--- config.mk ---
export PLATFORM = sky130hd
export DESIGN_NAME = lj_serial_tx
export DESIGN_NICKNAME = d
export VERILOG_FILES = /design/src/rtl/lj_serial_tx_pkg.sv /design/src/rtl/lj_serial_tx_clock_gen.sv /design/src/rtl/lj_serial_tx.sv
export SDC_FILE = /design/constraint.sdc
export NUM_CORES = 1
export LEC_CHECK = 0
export CELL_PAD_IN_SITES_DETAIL_PLACEMENT = 1
export CELL_PAD_IN_SITES_GLOBAL_PLACEMENT = 2
export CORE_MARGIN = 5
export CORE_UTILIZATION = 38
export DETAILED_ROUTE_END_ITERATION = 8
export GPL_ROUTABILITY_DRIVEN = 0
export GPL_TIMING_DRIVEN = 0
export PLACE_DENSITY = 0.91
export SYNTH_ARGS = -nofsm -noshare
export SYNTH_HDL_FRONTEND = slang
export SYNTH_SLANG_ARGS = --single-unit
--- constraint.sdc ---
create_clock -name Clock -period 8.5 [get_ports Clock]
set_clock_uncertainty 0.1 [all_clocks]
set_input_delay 1.7 -clock Clock [delete_from_list [all_inputs] [get_ports Clock]]
set_output_delay 1.7 -clock Clock [all_outputs]
set_load 0.02 [all_outputs]
--- src/rtl/lj_serial_tx_pkg.sv ---
// Shared definitions for the left-justified serial audio transmitter.
//   - SRAM / sample / frame-address widths
//   - channel encoding (LEFT = 1, matching LRCK high = left)
//   - SRAM region selectors for the capture and playback buffers
//   - sram_addr(): builds a read address {1'b0, channel, region, frame}
package lj_serial_tx_pkg;

  localparam int SRAM_AW  = 18;
  localparam int SAMPLE_W = 16;
  localparam int FRAME_AW = 13;

  localparam logic CH_LEFT  = 1'b1;
  localparam logic CH_RIGHT = 1'b0;

  localparam logic [2:0] REGION_CAPTURE  = 3'b101;
  localparam logic [2:0] REGION_PLAYBACK = 3'b110;

  typedef logic [SAMPLE_W-1:0] sample_t;
  typedef logic [FRAME_AW-1:0] frame_addr_t;
  typedef logic [SRAM_AW-1:0]  sram_addr_t;

  function automatic sram_addr_t sram_addr(input logic ch,
                                           input logic [2:0] region,
                                           input frame_addr_t frame);
    return {1'b0, ch, region, frame};
  endfunction

endpackage

--- src/rtl/lj_serial_tx_clock_gen.sv ---
// Bit/word clock generator for lj_serial_tx.
//   Clock, Reset  system clock, async active-high reset
//   run           count while high; low clears everything to 0
//   start         one-cycle strobe: begin a left slot (LRCK=1, BCK=0, bit 0)
//   bck, lrck     serial bit clock and word clock
//   fall          cycle in which BCK is being driven 1->0
//   boundary      fall on the last bit of a slot (LRCK toggles on the same edge)
module lj_serial_tx_clock_gen #(
  parameter int BCK_DIV   = 4,
  parameter int SLOT_BITS = 32
) (
  input  logic Clock,
  input  logic Reset,
  input  logic run,
  input  logic start,
  output logic bck,
  output logic lrck,
  output logic fall,
  output logic boundary
);

  localparam int DW = (BCK_DIV > 1) ? $clog2(BCK_DIV) : 1;
  localparam int BW = $clog2(SLOT_BITS);
  localparam logic [DW-1:0] DIV_LAST = DW'(BCK_DIV - 1);
  localparam logic [BW-1:0] BIT_LAST = BW'(SLOT_BITS - 1);

  logic [DW-1:0] div_q, div_d;
  logic [BW-1:0] bit_q, bit_d;
  logic          bck_q, bck_d;
  logic          lrck_q, lrck_d;
  logic          wrap;

  always_comb begin
    wrap     = run && (div_q == DIV_LAST);
    fall     = wrap && bck_q;
    boundary = fall && (bit_q == BIT_LAST);

    div_d  = div_q;
    bit_d  = bit_q;
    bck_d  = bck_q;
    lrck_d = lrck_q;

    if (start) begin
      div_d  = '0;
      bit_d  = '0;
      bck_d  = 1'b0;
      lrck_d = 1'b1;
    end else if (!run) begin
      div_d  = '0;
      bit_d  = '0;
      bck_d  = 1'b0;
      lrck_d = 1'b0;
    end else begin
      div_d = wrap ? '0 : div_q + 1'b1;
      if (wrap) bck_d = ~bck_q;
      if (fall) begin
        bit_d = boundary ? '0 : bit_q + 1'b1;
        if (boundary) lrck_d = ~lrck_q;
      end
    end
  end

  always_ff @(posedge Clock or posedge Reset) begin
    if (Reset) begin
      div_q  <= '0;
      bit_q  <= '0;
      bck_q  <= 1'b0;
      lrck_q <= 1'b0;
    end else begin
      div_q  <= div_d;
      bit_q  <= bit_d;
      bck_q  <= bck_d;
      lrck_q <= lrck_d;
    end
  end

  assign bck  = bck_q;
  assign lrck = lrck_q;

endmodule

--- src/rtl/lj_serial_tx.sv ---
// Left-justified serial audio transmitter (master mode, playback side).
// Fetches 16-bit L/R samples from the SRAM playback region and shifts them
// out MSB first, 16 data bits followed by zero padding in each LRCK half.
//   Clock, Reset   system clock, async active-high reset
//   Enable         run; low returns to idle with all outputs low
//   RdAddress/RdReq/RdAck/RdData   SRAM arbiter read port
//   BCK, LRCK, SData               DAC serial interface (LRCK high = left)
//   LastReadAddr   frame address of the last fully transmitted frame
//   Underrun       one-cycle pulse when a slot starts without a fetched sample
// Build option: define UNDERRUN_HOLD_EN to repeat the previous sample of the
// same channel on underrun instead of sending zeros.
module lj_serial_tx
  import lj_serial_tx_pkg::*;
#(
  parameter int         BCK_DIV   = 4,
  parameter logic [2:0] REGION    = REGION_PLAYBACK,
  parameter int         SLOT_BITS = 32
) (
  input  logic        Clock,
  input  logic        Reset,
  input  logic        Enable,
  output logic [17:0] RdAddress,
  output logic        RdReq,
  input  logic        RdAck,
  input  logic [15:0] RdData,
  output logic        BCK,
  output logic        LRCK,
  output logic        SData,
  output logic [12:0] LastReadAddr,
  output logic        Underrun
);

  localparam logic [1:0] ST_IDLE  = 2'd0;
  localparam logic [1:0] ST_PRIME = 2'd1;
  localparam logic [1:0] ST_RUN   = 2'd2;

  logic [1:0]  state_q, state_d;
  logic [17:0] rd_addr_q, rd_addr_d;
  logic        rdreq_q, rdreq_d;
  logic [12:0] raddr_q, raddr_d;
  logic [12:0] last_q, last_d;
  logic [15:0] shift_q, shift_d;
  logic [15:0] buf_q, buf_d;
  logic        buf_valid_q, buf_valid_d;
  logic        und_q, und_d;
`ifdef UNDERRUN_HOLD_EN
  logic [15:0] hold_l_q, hold_l_d;
  logic [15:0] hold_r_q, hold_r_d;
`endif

  logic        ack_ok, run, start, fall, boundary, lrck;
  logic        new_ch;
  logic [12:0] raddr_next;
  logic [15:0] fill, load_val;

  lj_serial_tx_clock_gen #(
    .BCK_DIV   (BCK_DIV),
    .SLOT_BITS (SLOT_BITS)
  ) u_clock_gen (
    .Clock    (Clock),
    .Reset    (Reset),
    .run      (run),
    .start    (start),
    .bck      (BCK),
    .lrck     (lrck),
    .fall     (fall),
    .boundary (boundary)
  );

  always_comb begin
    // Acks are only meaningful for a request we are actually holding.
    ack_ok     = RdAck && rdreq_q && Enable;
    run        = (state_q == ST_RUN) && Enable;
    start      = (state_q == ST_PRIME) && ack_ok;
    raddr_next = raddr_q + 13'd1;
    new_ch     = ~lrck;

`ifdef UNDERRUN_HOLD_EN
    fill = (new_ch == CH_LEFT) ? hold_l_q : hold_r_q;
`else
    fill = '0;
`endif
    // A sample acked in the boundary cycle itself still makes it in time.
    load_val = buf_valid_q ? buf_q : (ack_ok ? RdData : fill);

    state_d     = state_q;
    rd_addr_d   = rd_addr_q;
    rdreq_d     = rdreq_q;
    raddr_d     = raddr_q;
    last_d      = last_q;
    shift_d     = shift_q;
    buf_d       = buf_q;
    buf_valid_d = buf_valid_q;
    und_d       = 1'b0;
`ifdef UNDERRUN_HOLD_EN
    hold_l_d = hold_l_q;
    hold_r_d = hold_r_q;
`endif

    if (!Enable) begin
      state_d     = ST_IDLE;
      rd_addr_d   = '0;
      rdreq_d     = 1'b0;
      raddr_d     = '0;
      last_d      = '0;
      shift_d     = '0;
      buf_d       = '0;
      buf_valid_d = 1'b0;
`ifdef UNDERRUN_HOLD_EN
      hold_l_d = '0;
      hold_r_d = '0;
`endif
    end else begin
      case (state_q)
        ST_IDLE: begin
          state_d   = ST_PRIME;
          rdreq_d   = 1'b1;
          rd_addr_d = sram_addr(CH_LEFT, REGION, raddr_q);
        end
        ST_PRIME: begin
          if (ack_ok) begin
            state_d   = ST_RUN;
            shift_d   = RdData;
            rdreq_d   = 1'b1;
            rd_addr_d = sram_addr(CH_RIGHT, REGION, raddr_q);
`ifdef UNDERRUN_HOLD_EN
            hold_l_d = RdData;
`endif
          end
        end
        ST_RUN: begin
          if (ack_ok) begin
            buf_d       = RdData;
            buf_valid_d = 1'b1;
            rdreq_d     = 1'b0;
          end
          if (boundary) begin
            shift_d     = load_val;
            buf_valid_d = 1'b0;
            und_d       = !(buf_valid_q || ack_ok);
            // Next fetch is the channel just finished, always for frame
            // rAddress+1: during R that is the next L, and at the R->L
            // boundary rAddress itself advances to that frame.
            rdreq_d     = 1'b1;
            rd_addr_d   = sram_addr(lrck, REGION, raddr_next);
            if (new_ch == CH_LEFT) begin
              raddr_d = raddr_next;
              last_d  = raddr_q;
            end
`ifdef UNDERRUN_HOLD_EN
            if (new_ch == CH_LEFT) hold_l_d = load_val;
            else                   hold_r_d = load_val;
`endif
          end else if (fall) begin
            shift_d = {shift_q[14:0], 1'b0};
          end
        end
        default: state_d = ST_IDLE;
      endcase
    end
  end

  always_ff @(posedge Clock or posedge Reset) begin
    if (Reset) begin
      state_q     <= ST_IDLE;
      rd_addr_q   <= '0;
      rdreq_q     <= 1'b0;
      raddr_q     <= '0;
      last_q      <= '0;
      shift_q     <= '0;
      buf_q       <= '0;
      buf_valid_q <= 1'b0;
      und_q       <= 1'b0;
`ifdef UNDERRUN_HOLD_EN
      hold_l_q    <= '0;
      hold_r_q    <= '0;
`endif
    end else begin
      state_q     <= state_d;
      rd_addr_q   <= rd_addr_d;
      rdreq_q     <= rdreq_d;
      raddr_q     <= raddr_d;
      last_q      <= last_d;
      shift_q     <= shift_d;
      buf_q       <= buf_d;
      buf_valid_q <= buf_valid_d;
      und_q       <= und_d;
`ifdef UNDERRUN_HOLD_EN
      hold_l_q    <= hold_l_d;
      hold_r_q    <= hold_r_d;
`endif
    end
  end

  assign RdAddress    = rd_addr_q;
  assign RdReq        = rdreq_q;
  assign LRCK         = lrck;
  assign SData        = shift_q[15];
  assign LastReadAddr = last_q;
  assign Underrun     = und_q;

endmodule

# Word level (Yosys, flattened, before mapping)
# Cells that the tools add are included.
dict set report totals {
  register_bits 90
  input_bits 20
  out_inout_bits 36
}
dict set report classes {
  add_sub_neg 3
  eq_ne 19
  muxes 49
  bitwise 2
  reduce_logical 18
}
# cell n
set op_table {}
lappend op_table {{16-bit two-way mux} 8}
lappend op_table {{13-bit two-way mux} 8}
lappend op_table {{18-bit two-way mux} 3}
lappend op_table {{18-bit case mux with 3 select lines} 1}
lappend op_table {{16-bit case mux with 2 select lines} 1}
lappend op_table {{5-bit two-way mux} 4}
lappend op_table {{1-bit two-way mux} 17}
lappend op_table {{3-bit inequality test, second input constant} 5}
lappend op_table {{13-bit by 1-bit adder with 13-bit output, second input constant} 1}
lappend op_table {{3-bit AND reduction} 4}
lappend op_table {{2-bit two-way mux} 5}
lappend op_table {{4-bit inequality test, second input constant} 2}
lappend op_table {{2-bit AND reduction} 4}
lappend op_table {{1-bit logical AND} 7}
lappend op_table {{2-bit by 1-bit inequality test with 1-bit output, second input constant} 3}
lappend op_table {{3-bit by 1-bit inequality test with 1-bit output, second input constant} 2}
lappend op_table {{2-bit case mux with 3 select lines} 1}
lappend op_table {{5-bit by 1-bit adder with 5-bit output, second input constant} 1}
lappend op_table {{5-bit == test, second input constant} 1}
lappend op_table {{2-bit == test, second input constant} 2}
lappend op_table {{2-bit inequality test, second input constant} 2}
lappend op_table {{4-bit by 1-bit inequality test with 1-bit output, second input constant} 1}
lappend op_table {{1-bit case mux with 3 select lines} 1}
lappend op_table {{2-bit by 1-bit adder with 2-bit output, second input constant} 1}
lappend op_table {{other kinds (5)} 6}

# Logic depth before layout (Yosys ltp)
# Gate-level depths: netlist of run 1.
dict set report depth {
  ltp_word 9
  depth_mapped 10
}

# Hierarchy
# From an unflattened synthesis of run 1, not the netlist that was laid out.
dict set report unflattened {
  hier_cells 501
  hier_area_um2 4555.6
}
# mod n_inst cells_per_inst area_per_inst_um2 seq_area_each_um2
set by_module_without_submodules {}
lappend by_module_without_submodules {lj_serial_tx 1 457 4117.7 1951.9}
lappend by_module_without_submodules {lj_serial_tx_clock_gen 1 44 437.9 225.2}

# Worst setup path before layout of run 1
# No wires, ideal clock.
dict set report synth_path {
  path_type {in2reg}
  from {input port RdAck}
  to {register rd_addr_q[9] (netlist: RdAddress[9])}
  arrival_time_ns 2.753
  required_ns 8.274
  setup_slack_ns 5.521
  cell_stages 4
  cell_sequence {a21boi_2 > o21ai_1 > a32o_1 > a221o_1}
}
dict set report synth_via {
  elab_chain_cells 4
}
# element line
set synth_rtl {}
lappend synth_rtl {{start, declared} lj_serial_tx.sv:24} ;# input logic RdAck,
lappend synth_rtl {{1-bit logical AND (2 in series)} lj_serial_tx.sv:72} ;# ack_ok = RdAck && rdreq_q && Enable;
lappend synth_rtl {{3-bit inequality test (no line)} -}
lappend synth_rtl {{3-bit AND reduction (no line)} -}
lappend synth_rtl {{end signal, assigned} lj_serial_tx.sv:180} ;# rd_addr_q <= rd_addr_d;
lappend synth_rtl {{end, declared} lj_serial_tx.sv:38} ;# logic [17:0] rd_addr_q, rd_addr_d;
# No other way between the ends.
# A chain may end at the register's enable or synchronous reset.

# Worst setup path in the final report of run 1
dict set report layout_path {
  from {input port RdAck}
  to {register buf_q[14]}
}
dict set report layout_via {
  elab_chain_cells 4
}
# element line
set layout_rtl {}
lappend layout_rtl {{1-bit logical AND (2 in series)} lj_serial_tx.sv:72}
lappend layout_rtl {{2-bit by 1-bit inequality test with 1-bit output (no line)} -}
lappend layout_rtl {{2-bit AND reduction (no line)} -}
lappend layout_rtl {{end signal, assigned} lj_serial_tx.sv:185} ;# buf_q <= buf_d;
lappend layout_rtl {{end, declared} lj_serial_tx.sv:43} ;# logic [15:0] buf_q, buf_d;
# No other way between the ends.

==> flow_metrics.tcl, run 1 <==
set metrics [dict create \
    synth_cell_types 63 \
    ioPinCount 56 \
    clockBufferDepth 2 \
    final.min_clock_period_ns 3.75 \
    fin_hold_ws_ns 0.376 \
    maxSlewViolCount 0 \
    critPathMaxFanout 10 \
    die_area_sq_um 14100 \
    max_freq_mhz 267 \
    outcome "complete, no violations" \
    nFillCells 1299 \
    fin_tns_setup_ns 0 \
    cts_root_buffer "clkbuf_16" \
    clkTransAtPathRegs_ns 0.06 \
    via_count 3992 \
    io_buffers 53 \
    r2r_cells 9 \
    setup_slack_ns 4.75 \
    drt_iter0_drc 270 \
    p_comb_share_pct 21.8 \
    synth_edf_count 0 \
    min_path_cells 1 \
    synth_simple_gate_area_share_pct 19.5 \
    synth_top_family_by_area "compound AO/OA/AOI/OAI gates" \
    place_ws_ns 4.32 \
    cts.sinks 87 \
    grt_max_degree 64 \
    die_y_um 119 \
    power_density_nw_per_um2 193 \
    setup_viol 0 \
    core-area_sq_um 11500 \
    grt_antenna_before_repair 0 \
    place_inst 667 \
    rsz0062_at_grt "false" \
    cp.required_ns 8.63 \
    swShare_pct 31.6 \
    synthMuxAreaShare_pct 0.696 \
    syn-cell-area_sq_um 4490 \
    drive_gt1_share_pct 9.26 \
    tritoncts "built" \
    postRouteAntennaNets 0 \
    async_flop_share_pct 100 \
    dp_hpwl_um 9480 \
    grt_overflow 0 \
    maxCapViolCount 0 \
    ys_top_cells_by_count "dfrtp_1 (87), nand2_1 (60), nor2_1 (35), nand3_1 (21), clkbuf_1 (20)" \
    via_per_inst 5.84 \
    end_kind "flip-flop" \
    p_leak_nw 2.34 \
    hold_end "u_clock_gen.div_q[0]" \
    clk_latency_ns 0.35 \
    area_delta_synth_final_pct 22.9 \
    cts_hold_buf 0 \
    yosysWarnings 0 \
    wire_per_inst_um 19.4 \
    tightest_slew_ns 0.809 \
    dr.pass1.iters 4 \
    synthMostInstantiatedCell "dfrtp_1" \
    die_x_um 119 \
    avgSynthCellArea_sq_um 9.58 \
    synth_top_area_share_pct 48.5 \
    rows 39 \
    rrSetupSlack_ns 5.57 \
    pwr-share-clk_pct 35.9 \
    grtUsageTotal_pct 19.5 \
    synthAdderAreaFrac_pct 2.23 \
    dpl_cell_area_sq_um 5240 \
    maxSlewHeadroom_pct 46.0 \
    drc_errors 0 \
    htreeDepth 3 \
    cts.repair.resized 0 \
    start_kind "input port" \
    synth-compound-area-share_pct 23.3 \
    yosys_most_used_dff "dfrtp_1" \
    worstHoldPathType "reg2reg" \
    finalHoldViolCount 0 \
    peakVddDrop_v 0.000221 \
    synthXorXnorAreaFrac_pct 1.17 \
    ys_ff_latch 87 \
    final_nets 563 \
    p_sw_w 0.000338 \
    initial_utilization_pct 39.0 \
    fin_area_sq_um 5520 \
    timing.rr.start "u_clock_gen.bit_q[0]" \
    post-route-period-util_pct 44.1 \
    post_cts_buffers 0 \
    antenna_cells 0 \
    synth_top_area_cell "dfrtp_1" \
    worstSetupPathType "in2reg" \
    crit_arrival_ns 3.88 \
    grt_pass1_vias 4277 \
    seqPwrFrac_pct 42.3 \
    routed_wl_um 13300 \
    netlist_top_cells_area "dfrtp_1 (48%), nand2_1 (5.0%), a22o_1 (3.3%)" \
    fin_cells 683 \
    syn-instance-count 469 \
    min_from "u_clock_gen.div_q[0]" \
    intPower_w 0.000730 \
    grt_pass1_wl_um 22200 \
    yosysSeqAreaShare_pct 48.5 \
    r2r-end "shift_q[10]" \
    numCtsBuffers 9 \
]
[worst max-delay path, cell delays in order]
cell,delay [ns]
clkdlybuf4s50_1,0.57
and2_1,0.24
clkbuf_1,0.18
a21oi_1,0.69
buf_2,0.36
o21ai_0,0.12
[cell families after synthesis]
logic type                 count (synthesis)
buffers and inverters                     45
DFF                                       87
AOI/OAI and AO/OA                        142
and+or+nand+nor                          177
other                                      1
muxes                                      3
adders and majority gates                  8
xor gates and xnor gates                   6
[area by class of cell]
type / count / area, sq um / area share [%]
buffer: 39 / 180 / 3.26
clock buffer: 11 / 253 / 4.58
clock inverter: 5 / 32.5 / 0.589
inverter: 6 / 25.0 / 0.453
multi-input combinational: 338 / 2120 / 38.3
sequential: 87 / 2180 / 39.4
tap: 143 / 179 / 3.24
timing repair buffer: 54 / 558 / 10.1
[metal layers]
| metal | up-vias | wire length, um | global-route usage, % |
|---|---|---|---|
| met4 | 0 | 175 | 5.43 |
| met5 | - | 0 | 0 |
| li1 | 1879 | - | - |
| met2 | 78 | 6570 | 32.1 |
| met3 | 17 | 461 | 4.49 |
| met1 | 2018 | 6070 | 25.8 |
[power groups by stage]
stage	Sequential, W	Combinational [W]	Clock (W)
2_1_floorplan	0.000462	0.000140	0
3_3_place_gp	0.000457	0.000222	0
3_5_place_dp	0.000458	0.000232	0
4_1_cts	0.000451	0.000233	0.000392
5_1_grt	0.000453	0.000254	0.000410
6_report	0.000451	0.000233	0.000384
[flip-flops by register name, summed over array words and instances, names as in the netlist]
name and count:
LastReadAddr 13, RdAddress 15, RdReq 1, Underrun 1, buf_q 16, buf_valid_q 1
raddr_q 13, shift_q 16, state_q 2, u_clock_gen.bck 1, u_clock_gen.bit_q 5, u_clock_gen.div_q 2
u_clock_gen.lrck 1
[layout by cell type (no fill, tap or decap), types with 3 or more instances in the layout]
| cell | n |
|---|---|
| a21boi_0 | 3 |
| a21o_1 | 4 |
| a21oi_1 | 18 |
| a221o_1 | 4 |
| a221oi_1 | 14 |
| a22o_1 | 17 |
| a22oi_1 | 18 |
| a31oi_1 | 4 |
| a32oi_1 | 3 |
| and2_1 | 4 |
| and3_1 | 3 |
| buf_2 | 12 |
| buf_4 | 5 |
| clkbuf_1 | 20 |
| clkbuf_16 | 9 |
| clkdlybuf4s50_1 | 53 |
| clkinv_2 | 3 |
| dfrtp_1 | 87 |
| ha_1 | 8 |
| inv_1 | 4 |
| nand2_1 | 60 |
| nand2b_1 | 4 |
| nand3_1 | 21 |
| nand4_1 | 4 |
| nor2_1 | 35 |
| nor3_1 | 17 |
| nor4_1 | 5 |
| o21ai_0 | 13 |
| o21ai_1 | 12 |
| o31ai_1 | 14 |
| or2_2 | 3 |
| or3_1 | 4 |
| xnor2_1 | 5 |
[per-stage QoR]
| step | power, W | utilization (%) |
|---|---|---|
| 6_report | 0.00107 | 47.9 |
| 5_1_grt | 0.00112 | 47.9 |
| 4_1_cts | 0.00107 | 47.9 |
| 3_5_place_dp | 0.000690 | 45.5 |
| 3_3_place_gp | 0.000679 | 45.2 |
| 2_1_floorplan | 0.000602 | - |
[worst max path at each step]
stage           from         endpoint  cells after the start
6_report       RdAck        buf_q[14]                      6
5_1_grt        RdAck        buf_q[14]                      6
4_1_cts        RdAck        buf_q[14]                      6
3_5_place_dp   RdAck        buf_q[14]                      6
3_3_place_gp   Reset     RdAddress[7]                      2
2_1_floorplan  Reset  LastReadAddr[0]                      1
(Power assumes the default switching activity.)
==> run 2, diff against run 1 <==
CORE_UTILIZATION = 32   (was 38)
PLACE_DENSITY = 0.82   (was 0.91)
clock period = 3.4 ns   (was 8.5 ns; I/O delays follow)
==> run 2 against run 1 <==
Compared with the run above: first-iteration DRC count decreased by 3.3%; critical path depth is 3 higher; cell area up 1.5%; worst setup slack got worse by 4.2 ns; power grew to 2.6 times the previous value; die area up 17%; global-route usage decreased by 2.1 points; largest power group unchanged.
==> flow_metrics.tcl, run 2 (synthesized netlist as in run 1, its figures left out) <==
set metrics [dict create \
    htreeDepth 3 \
    slowest_delay_ns 0.46 \
    max_freq_mhz 347 \
    cts_hold_buf 0 \
    clkTransAtPathRegs_ns 0.07 \
    via_count 3980 \
    startpoint "u_clock_gen.bit_q[0]" \
    final_common_cell "dfrtp_1" \
    tritoncts "built" \
    grt_overflow 0 \
    cts.sinks 87 \
    setup_viol 0 \
    path_depth 9 \
    initial_utilization_pct 32.5 \
    dr.pass1.iters 4 \
    critPathMaxFanout 10 \
    final_cell_mix "dfrtp_1 (87), nand2_1 (60), clkdlybuf4s50_1 (53)" \
    grtUsageTotal_pct 17.4 \
    maxCapViolCount 0 \
    grt_pass1_vias 4367 \
    timing.rr.start "u_clock_gen.bit_q[0]" \
    drive_gt1_share_pct 9.07 \
    rrSetupSlack_ns 0.52 \
    worstSetupPathType "reg2reg" \
    grt_pass1_wl_um 22700 \
    r2r_cells 9 \
    via_per_inst 5.53 \
    crit_arrival_ns 3.03 \
    core-area_sq_um 13800 \
    p_leak_nw 2.35 \
    end_kind "flip-flop" \
    power_density_nw_per_um2 500 \
    clk_latency_ns 0.36 \
    crit_family "simple AND/OR/NAND/NOR gates" \
    finalHoldViolCount 0 \
    r2r-end "shift_q[5]" \
    grt_antenna_before_repair 0 \
    place_ws_ns 0.296 \
    numCtsBuffers 9 \
    crit_chain "ha_1, and3_1, ha_1, nand3_2, buf_2, nor2_1, clkbuf_1, nor2_1, o31ai_1" \
    power.total_w 0.00280 \
    dp_hpwl_um 9570 \
    area_delta_synth_final_pct 24.8 \
    ioPinCount 56 \
    fin_hold_ws_ns 0.374 \
    io_buffers 53 \
    fin_tns_setup_ns 0 \
    outcome "complete, no violations" \
    drt_iter0_drc 261 \
    drc_errors 0 \
    maxSlewViolCount 0 \
    worstHoldPathType "reg2reg" \
    fin_cells 720 \
    start_kind "flip-flop" \
    setup_slack_ns 0.521 \
    antenna_cells 0 \
    critical_path.endpoint "shift_q[5]" \
    cts.repair.resized 0 \
    routed_wl_um 13700 \
    post_cts_buffers 0 \
    maxSlewHeadroom_pct 47.4 \
    die_x_um 128 \
    tightest_slew_ns 0.790 \
    final.min_clock_period_ns 2.88 \
    rows 43 \
    cts_root_buffer "clkbuf_16" \
    rsz0062_at_grt "false" \
    postRouteAntennaNets 0 \
    wire_per_inst_um 19.0 \
    place_inst 704 \
    die_area_sq_um 16500 \
    die_y_um 128 \
    grt_max_degree 64 \
    cp_num_buf_inv 2 \
    clockBufferDepth 2 \
    nFillCells 1576 \
    post-route-period-util_pct 84.7 \
    cp.required_ns 3.55 \
    slowest_stage "clkbuf_1" \
    peakVddDrop_v 0.000253 \
    final_nets 563 \
]
==> run 2: cell count changes in the layout (fill, tap and decap cells not counted) <==
cell	before	now
bufinv_16	0	2
clkbuf_1	20	21
clkbuf_8	2	1
clkinv_2	3	1
clkinv_4	2	1
clkinvlp_4	0	1
==> run 2: routing by layer <==
metal,global-route usage (%),vias to the layer above,wire [um]
met3,4.11,11,542
met2,29.1,82,6680
met5,0,-,0
met1,22.4,2015,6290
li1,-,1872,-
met4,5.25,0,152
==> run 2: worst min-delay path by stage <==
stage,startpoint,endpoint,slack (ns),depth (start not counted)
final,u_clock_gen.div_q[0],u_clock_gen.div_q[0],0.37,1
after global routing,u_clock_gen.div_q[0],u_clock_gen.div_q[0],0.39,1
after CTS,u_clock_gen.div_q[0],u_clock_gen.div_q[0],0.39,1
after detailed placement,u_clock_gen.div_q[0],u_clock_gen.div_q[0],0.38,1
after global placement,u_clock_gen.div_q[0],u_clock_gen.div_q[0],0.33,1
after floorplan,u_clock_gen.div_q[0],u_clock_gen.div_q[0],0.32,1
==> run 2: final cells by class <==
cell class | instances | area [sq um] | area share [%]
Clock inverter | 5 | 81.3 | 1.45
Clock buffer | 11 | 243 | 4.33
Tap cell | 180 | 225 | 4.02
Inverter | 6 | 25.0 | 0.446
Timing Repair Buffer | 54 | 558 | 9.95
Multi-Input combinational cell | 338 | 2120 | 37.8
Buffer | 39 | 180 | 3.21
Sequential cell | 87 | 2180 | 38.8
==> run 2: power breakdown <==
part	switching (W)	leakage (nW)	internal, W
clock network	0.000435	0.156	0.000665
registers	0.0000454	1.21	0.00108
logic	0.000368	0.986	0.000211
total	0.000848	2.35	0.00196
==> run 2: per-stage QoR <==
stage | area, sq um | utilization, %
after floorplan | 4500 | -
after global placement | 5250 | 38.0
after detailed placement | 5280 | 38.2
after CTS | 5610 | 40.5
after global routing | 5610 | 40.5
final | 5610 | 40.5
